==> src/rtl/occ_req_arbiter_if.sv <==
// Lane-side request/stall bundle plus the shared memory request port.
// The slave modport is the arbiter's view; master is the lanes + memory side.
interface occ_req_arbiter_if #(
  parameter int NUM_LANES = 4,
  parameter int ADDR_W    = 42,
  parameter int TAG_W     = 9,
  parameter int LANE_W    = $clog2(NUM_LANES)
);
  logic [NUM_LANES-1:0]           lane_req_valid;
  logic [NUM_LANES*ADDR_W-1:0]    lane_addr_k;
  logic [NUM_LANES*ADDR_W-1:0]    lane_addr_l;
  logic [NUM_LANES*TAG_W-1:0]     lane_read_num;
  logic [NUM_LANES-1:0]           lane_stall;
  logic                           mem_req_valid;
  logic [ADDR_W-1:0]              mem_req_addr;
  logic [LANE_W+TAG_W+2-1:0]      mem_req_tag;
  logic                           mem_req_ready;
  logic [31:0]                    mem_req_count;

  modport master (
    output lane_req_valid, lane_addr_k, lane_addr_l, lane_read_num, mem_req_ready,
    input  lane_stall, mem_req_valid, mem_req_addr, mem_req_tag, mem_req_count
  );

  modport slave (
    input  lane_req_valid, lane_addr_k, lane_addr_l, lane_read_num, mem_req_ready,
    output lane_stall, mem_req_valid, mem_req_addr, mem_req_tag, mem_req_count
  );
endinterface

==> src/rtl/occ_req_arbiter.sv <==
// Round-robin share of one memory request port: a pair is granted 1 cycle after capture, k/l beats follow.
// Backpressure: a lane is stalled while its pair is held; addr/tag hold steady while mem_req_ready is low.
module occ_req_arbiter #(
  parameter int NUM_LANES = 4,
  parameter int ADDR_W    = 42,
  parameter int TAG_W     = 9,
  parameter int LANE_W    = $clog2(NUM_LANES)
) (
  input  logic               clk,
  input  logic               rst,
  occ_req_arbiter_if.slave   bus
);
  localparam int GTAG_W = LANE_W + TAG_W + 2;

  typedef enum logic [1:0] {IDLE, ISSUE_K, ISSUE_L} state_t;

  state_t                 state;
  logic [NUM_LANES-1:0]   hold_valid;
  logic [ADDR_W-1:0]      hold_k  [NUM_LANES];
  logic [ADDR_W-1:0]      hold_l  [NUM_LANES];
  logic [TAG_W-1:0]       hold_rn [NUM_LANES];
  logic [LANE_W-1:0]      rr_ptr;
  logic [LANE_W-1:0]      grant;
  logic [LANE_W-1:0]      next_ptr;
  logic [ADDR_W-1:0]      req_addr;
  logic [GTAG_W-1:0]      req_tag;
  logic [31:0]            beat_cnt;
  logic                   pick_vld;
  logic [LANE_W-1:0]      pick;
  logic [LANE_W:0]        idx;
  logic                   fire;
  logic                   finish;

  // Scan downward in offset so the lane nearest rr_ptr is the last (winning) assignment.
  always_comb begin
    pick_vld = 1'b0;
    pick     = '0;
    idx      = '0;
    for (int i = NUM_LANES - 1; i >= 0; i--) begin
      idx = {1'b0, rr_ptr} + (LANE_W+1)'(i);
      if (idx >= (LANE_W+1)'(NUM_LANES))
        idx = idx - (LANE_W+1)'(NUM_LANES);
      if (hold_valid[idx[LANE_W-1:0]]) begin
        pick_vld = 1'b1;
        pick     = idx[LANE_W-1:0];
      end
    end
  end

  assign fire     = bus.mem_req_valid && bus.mem_req_ready;
  assign finish   = fire && ((state == ISSUE_L) || (state == ISSUE_K && req_tag[1:0] == 2'b11));
  assign next_ptr = (grant == LANE_W'(NUM_LANES - 1)) ? '0 : grant + 1'b1;

  always_ff @(posedge clk) begin
    if (rst) begin
      hold_valid <= '0;
    end else begin
      for (int i = 0; i < NUM_LANES; i++) begin
        if (finish && grant == LANE_W'(i))
          hold_valid[i] <= 1'b0;
        else if (bus.lane_req_valid[i] && !hold_valid[i])
          hold_valid[i] <= 1'b1;
      end
    end
  end

  // Payload needs no reset: it is only read while its hold_valid bit is set.
  always_ff @(posedge clk) begin
    for (int i = 0; i < NUM_LANES; i++) begin
      if (bus.lane_req_valid[i] && !hold_valid[i]) begin
        hold_k[i]  <= bus.lane_addr_k[i*ADDR_W +: ADDR_W];
        hold_l[i]  <= bus.lane_addr_l[i*ADDR_W +: ADDR_W];
        hold_rn[i] <= bus.lane_read_num[i*TAG_W +: TAG_W];
      end
    end
  end

  always_ff @(posedge clk) begin
    if (rst) begin
      state    <= IDLE;
      grant    <= '0;
      rr_ptr   <= '0;
      req_addr <= '0;
      req_tag  <= '0;
    end else begin
      case (state)
        IDLE: begin
          if (pick_vld) begin
            grant    <= pick;
            req_addr <= hold_k[pick];
            req_tag  <= {pick, hold_rn[pick],
                         (hold_k[pick] == hold_l[pick]) ? 2'b11 : 2'b01};
            state    <= ISSUE_K;
          end
        end
        ISSUE_K: begin
          if (fire) begin
            if (req_tag[1:0] == 2'b11) begin
              rr_ptr <= next_ptr;
              state  <= IDLE;
            end else begin
              req_addr     <= hold_l[grant];
              req_tag[1:0] <= 2'b10;
              state        <= ISSUE_L;
            end
          end
        end
        ISSUE_L: begin
          if (fire) begin
            rr_ptr <= next_ptr;
            state  <= IDLE;
          end
        end
        default: state <= IDLE;
      endcase
    end
  end

  always_ff @(posedge clk) begin
    if (rst)
      beat_cnt <= '0;
    else if (fire)
      beat_cnt <= beat_cnt + 32'd1;
  end

  assign bus.lane_stall    = hold_valid;
  assign bus.mem_req_valid = (state != IDLE);
  assign bus.mem_req_addr  = req_addr;
  assign bus.mem_req_tag   = req_tag;
  assign bus.mem_req_count = beat_cnt;
endmodule

==> src/flat_wrapper.sv <==
// flat-port wrapper written by rule: the top's interface ports become plain ports
module occ_req_arbiter_flat 
#(
  parameter int NUM_LANES = 4,
  parameter int ADDR_W    = 42,
  parameter int TAG_W     = 9,
  parameter int LANE_W    = $clog2(NUM_LANES)
)
  (clk, rst, bus_lane_req_valid, bus_lane_addr_k, bus_lane_addr_l, bus_lane_read_num, bus_mem_req_ready, bus_lane_stall, bus_mem_req_valid, bus_mem_req_addr, bus_mem_req_tag, bus_mem_req_count);
  occ_req_arbiter_if #(.NUM_LANES(NUM_LANES), .ADDR_W(ADDR_W), .TAG_W(TAG_W), .LANE_W(LANE_W)) bus_i ();
  input  logic clk;
  input  logic rst;
  input wire logic [$bits(bus_i.lane_req_valid)-1:0] bus_lane_req_valid;
  input wire logic [$bits(bus_i.lane_addr_k)-1:0] bus_lane_addr_k;
  input wire logic [$bits(bus_i.lane_addr_l)-1:0] bus_lane_addr_l;
  input wire logic [$bits(bus_i.lane_read_num)-1:0] bus_lane_read_num;
  input wire logic [$bits(bus_i.mem_req_ready)-1:0] bus_mem_req_ready;
  output wire logic [$bits(bus_i.lane_stall)-1:0] bus_lane_stall;
  output wire logic [$bits(bus_i.mem_req_valid)-1:0] bus_mem_req_valid;
  output wire logic [$bits(bus_i.mem_req_addr)-1:0] bus_mem_req_addr;
  output wire logic [$bits(bus_i.mem_req_tag)-1:0] bus_mem_req_tag;
  output wire logic [$bits(bus_i.mem_req_count)-1:0] bus_mem_req_count;
  assign bus_i.lane_req_valid = bus_lane_req_valid;
  assign bus_i.lane_addr_k = bus_lane_addr_k;
  assign bus_i.lane_addr_l = bus_lane_addr_l;
  assign bus_i.lane_read_num = bus_lane_read_num;
  assign bus_i.mem_req_ready = bus_mem_req_ready;
  assign bus_lane_stall = bus_i.lane_stall;
  assign bus_mem_req_valid = bus_i.mem_req_valid;
  assign bus_mem_req_addr = bus_i.mem_req_addr;
  assign bus_mem_req_tag = bus_i.mem_req_tag;
  assign bus_mem_req_count = bus_i.mem_req_count;
  occ_req_arbiter #(.NUM_LANES(NUM_LANES), .ADDR_W(ADDR_W), .TAG_W(TAG_W), .LANE_W(LANE_W)) u_core (.clk(clk), .rst(rst), .bus(bus_i));
endmodule
==> config.mk <==
export PLATFORM = sky130hd
export DESIGN_NAME = occ_req_arbiter_flat
export DESIGN_NICKNAME = d
export VERILOG_FILES = /design/src/rtl/occ_req_arbiter_if.sv /design/src/rtl/occ_req_arbiter.sv /design/src/flat_wrapper.sv
export SDC_FILE = /design/constraint.sdc
export NUM_CORES = 1
export LEC_CHECK = 0
export BUFFER_PORTS_ARGS = -buffer_cell sky130_fd_sc_hd__buf_2
export CORE_MARGIN = 2
export CORE_UTILIZATION = 29
export CTS_CLUSTER_DIAMETER = 60
export CTS_CLUSTER_SIZE = 30
export DETAILED_ROUTE_END_ITERATION = 7
export PLACE_DENSITY = 0.5
export SYNTH_ARGS = -nofsm -noshare
export SYNTH_HDL_FRONTEND = slang
export SYNTH_SLANG_ARGS = --single-unit
==> constraint.sdc <==
create_clock -name clk -period 5.4 [get_ports clk]
set_clock_uncertainty 0.2 [all_clocks]
set_input_delay 0.54 -clock clk [delete_from_list [all_inputs] [get_ports clk]]
set_output_delay 0.54 -clock clk [all_outputs]
set_load 0.02 [all_outputs]
==> summary.txt <==
CTS
  • CTS tree: yes
  • Clk slew on worst S/H paths: 0.07 ns
  • Inserted Clock Buffers: 44
  • Setup Fix Bufs, Post-CTS: 0
  • H-tree depth: 2
  • Max clock buf depth: 3
  • Clk_lat worst skew: a little under 0.6 ns
  • Clock sink count: 469
  • Root Driver: clkbuf_16

Worst hold path
  • Hold_sp: bus_lane_req_valid[2]
  • Worst hold-check path type: in2reg
  • Min-Delay Endpoint: u_core.bus.lane_stall[2]$_SDFFE_PP0P_
  • Hold path cells: 3

Placed design
  • PortBufs: 470
  • Pre-CTS worst setup slack: 1.135 ns
  • Routability congestion estimate: 0.7848
  • Dpl hpwl: roughly 43000 µm

Run
  • Max-capacitance violation count: 0

Critical path
  • Buf/Inv on CP: 2
  • R2r setup slk: 1.28 ns
  • CP max FO: 46
  • Top Family by Delay on Critical Path: compound AO/OA/AOI/OAI gates
  • Crit-path cells: a21boi_0, o221a_4, buf_12, buf_4, mux2i_1, mux2i_1, xnor2_1, nand4_1, nor4_1, nand4_1, o21ai_1
  • Slowest-stage cell, CP: o221a_4
  • Startpoint types: flip-flop
  • Critical Path AT: 4.44 ns
  • R2r endpoint: u_core.bus.mem_req_tag[1]$_SDFFE_PP0P_
  • Delay of the slowest cell on the worst path: 0.59 ns
  • Worst R2R Path Depth: 11
  • CP endpoint kind: flip-flop
  • RR Startpoint: u_core.bus.lane_stall[1]$_SDFFE_PP0P_
  • Critical path class: reg2reg
  • Critical path required time: 5.72 ns

Floorplanning
  • # rows: 95
  • Die Ht: between 200 and 300 µm
  • Core area: 67280 µm²
  • Io pins: 471
  • Initial core utilization: 29.33%
  • Die Wd: 264.8 µm
  • Die footprint: 70140 µm²

Detailed routing
  • Vias per cell: 4.717
  • WL met1: 28900 µm
  • Met3 Wirelength: slightly above 4000 µm
  • Vias: 14760
  • Drt pass-1 iters: 5
  • Final ANT Viol Nets: 0
  • Max Used Layer: met5
  • Number of remaining DRC errors: 0
  • Total Wirelength: 67230 µm
  • Initial drt markers: 877
  • DR WL/cell: 21.48 µm
  • Met2 routed WL: 32390 µm

STA
  • Tcrit/Tclk final: approximately 76%
  • RSZ-0062 raised after global routing: no
  • Final worst path period need: 4.120 ns
  • Setup TNS: 0 ns
  • Final setup violation count: 0
  • Final hold violations: 0
  • Fmax: between 200 and 250 MHz
  • Slew @ Worst Pin: 1.125 ns
  • Final Slew Violations: 0
  • Fin worst setup slack: 1.280 ns
  • Relative slew slack: 24.86%

Global routing
  • Initial antenna violation count: 9
  • Via count of the first global-routing pass: 15500
  • First-pass GRT wire length: a little under 100000 µm
  • GRT Total Usage: 18.62%
  • Remaining Overflow, GRT: 0
  • Largest net degree at the start of global routing: 92

Yosys
  • Async set-or-reset flop fraction in the synthesized netlist: 0%
  • Avg Cell Area, Syn: about 14 µm²
  • Post-synthesis sequential area ratio: 66.46%
  • #FFs+latches synth: approximately 470
  • Syn Inst Count: approximately 1400
  • Synthesized area: 19730 µm²
  • Synthesis Warnings: 0
  • Post-synth net total: 1770
  • EDFF count, synth: 372
  • Synth cell types: 45
  • Main synth FF type: edfxtp_1

Power and ir drop
  • VDD IR-drop max: 0.2330 mV
  • Sw Ratio: between 20% and 30%
  • Logic pwr share: between 15 and 20%
  • Pint: 0.006782 W
  • Lkg Pwr: 10.86 nW
  • Power share of the clock group: 36.5%
  • P per Cell Area: between 300 and 400 nW/µm²
  • Switching Power: around 0.0027 W
  • Reg power frac: 45.6%

Finish
  • Fin nets: 2597
  • Share of layout cells above drive strength 1: 28.15%
  • Layout area overhead: 44.02%

Status
  • Status: finished clean
-- metrics by stage --
step / area [µm²] / util [%] / total power, W / hold slack [ns] / cells
after detailed placement: 23060 / 34.27 / 0.005907 / 0.2810 / 2668
final: 28410 / 42.24 / 0.009480 / 0.06187 / 3130
after floorplan: 19730 / - / 0.005306 / 0.3043 / 1386
after global placement: 23060 / 34.27 / 0.005894 / 0.2760 / 2668
after CTS: 28390 / 42.21 / 0.009602 / 0.01841 / 3122
after global routing: 28410 / 42.23 / 0.009872 / 0.03534 / 3129
-- metal layers --
layer  track usage (%)  vias to the layer above
met4             6.016                        4
met5                 0                        -
met3             4.143                      104
met1             23.87                     7231
li1                  -                     6906
met2             31.24                      518
-- layout by cell type (no fill, tap or decap), types with 6 or more instances in the layout --
master / instances
a31oi_1: 41
and2_1: 38
diode_2: 8
inv_1: 8
and3_1: 9
or3_1: 7
a311oi_1: 9
clkbuf_16: 45
edfxtp_1: 372
mux2i_1: 153
nor2b_1: 6
dfxtp_1: 95
o21ai_0: 13
and2_0: 13
xnor2_1: 48
buf_2: 469
nor2_1: 93
dlygate4sd3_1: 372
nand2_1: 153
buf_4: 21
nand3_1: 11
clkinv_8: 6
xor2_1: 18
mux4_2: 42
nand4_1: 14
a211oi_1: 97
a21oi_1: 23
buf_12: 6
-- timing repair --
item / 4_1_cts / 5_1_grt
hold buffers: 372 / 0
gates resized for setup: 0 / 0
endpoints found under the hold margin: 372 / 0
-- flip-flops by register name (all words and copies together), names as in the netlist, named ones only --
name / count
u_core.rr_ptr: 2
u_core.hold_rn: 36
u_core.hold_l: 168
u_core.grant: 2
u_core.bus.mem_req_count: 32
u_core.bus.mem_req_tag: 11
u_core.state: 2
u_core.bus.lane_stall: 4
u_core.hold_k: 168
u_core.bus.mem_req_addr: 42
-- cell usage after synthesis, types with 2 or more instances --
| library cell | instances | area, µm² |
|---|---|---|
| edfxtp_1 | 372 | 11170 |
| and2_0 | 13 | 81.33 |
| o21ai_0 | 13 | 65.06 |
| nor2_1 | 93 | 349.1 |
| buf_2 | 23 | 115.1 |
| or3_1 | 7 | 43.79 |
| nand3_1 | 11 | 55.05 |
| buf_4 | 6 | 45.04 |
| mux4_2 | 42 | 945.9 |
| mux2i_1 | 153 | 1531 |
| buf_1 | 7 | 26.28 |
| and3_1 | 9 | 56.30 |
| xor2_1 | 18 | 157.7 |
| ha_1 | 5 | 62.56 |
| nor2b_1 | 11 | 68.82 |
| a31oi_1 | 41 | 256.5 |
| o21ai_1 | 2 | 10.01 |
| nor4_1 | 3 | 18.77 |
| nand2b_1 | 2 | 12.51 |
| a311oi_1 | 9 | 78.83 |
| inv_1 | 8 | 30.03 |
| buf_6 | 12 | 135.1 |
| nand4_1 | 14 | 87.58 |
| and2_1 | 38 | 237.7 |
| o21a_1 | 2 | 15.01 |
| dfxtp_1 | 97 | 1942 |
| clkbuf_1 | 38 | 142.6 |
| nand2_1 | 153 | 574.3 |
| nor3_1 | 2 | 10.01 |
| a21oi_1 | 24 | 120.1 |
| a211oi_1 | 97 | 728.2 |
| xnor2_1 | 48 | 420.4 |
-- layout make-up --
type	instances	area, µm²
fillers	6165	38860
flip-flops and latches	469	13120
repair buffers	868	6349
multi-input cells	822	6188
clock buffers	48	1167
well taps	873	1092
clock inverters	34	447.9
inverters	8	30.03
diodes	8	20.02
-- power groups by stage --
stage	Sequential (W)	Clock, W	Combinational, W
2_1_floorplan	0.00445	0	0.000860
3_3_place_gp	0.00440	0	0.00150
3_5_place_dp	0.00440	0	0.00151
4_1_cts	0.00432	0.00355	0.00173
5_1_grt	0.00434	0.00368	0.00184
6_report	0.00432	0.00346	0.00170
-- worst max path at each step --
stage	from	to	cells past startpoint
6_report	u_core.bus.lane_stall[1]$_SDFFE_PP0P_	u_core.bus.mem_req_tag[1]$_SDFFE_PP0P_	11
4_1_cts	u_core.bus.lane_stall[1]$_SDFFE_PP0P_	u_core.bus.mem_req_tag[1]$_SDFFE_PP0P_	11
5_1_grt	u_core.bus.lane_stall[1]$_SDFFE_PP0P_	u_core.bus.mem_req_tag[1]$_SDFFE_PP0P_	11
3_5_place_dp	u_core.bus.lane_stall[1]$_SDFFE_PP0P_	u_core.bus.mem_req_tag[1]$_SDFFE_PP0P_	11
2_1_floorplan	bus_lane_req_valid[2]	u_core.hold_k[2][0]$_DFFE_PP_	1
3_3_place_gp	u_core.bus.lane_stall[1]$_SDFFE_PP0P_	u_core.bus.mem_req_tag[1]$_SDFFE_PP0P_	11
-- worst min-delay path: cells and delay by family --
family	cells	cell delay, ns
AO/OA/AOI/OAI	1	0.05
AND/OR/NAND/NOR	1	0.08
buffers and inverters	1	0.11
-- logic make-up after synthesis --
kind of cell               after synthesis  synth area share [%]
adders and majority gates                5                0.3171
AOI/OAI and AO/OA                      195                 6.855
xor gates and xnor gates                66                 2.930
and+or+nand+nor                        360                 8.244
DFF                                    469                 66.46
muxes                                  196                 12.61
buffers and inverters                   95                 2.581
Power figures use the tool's default switching activity.
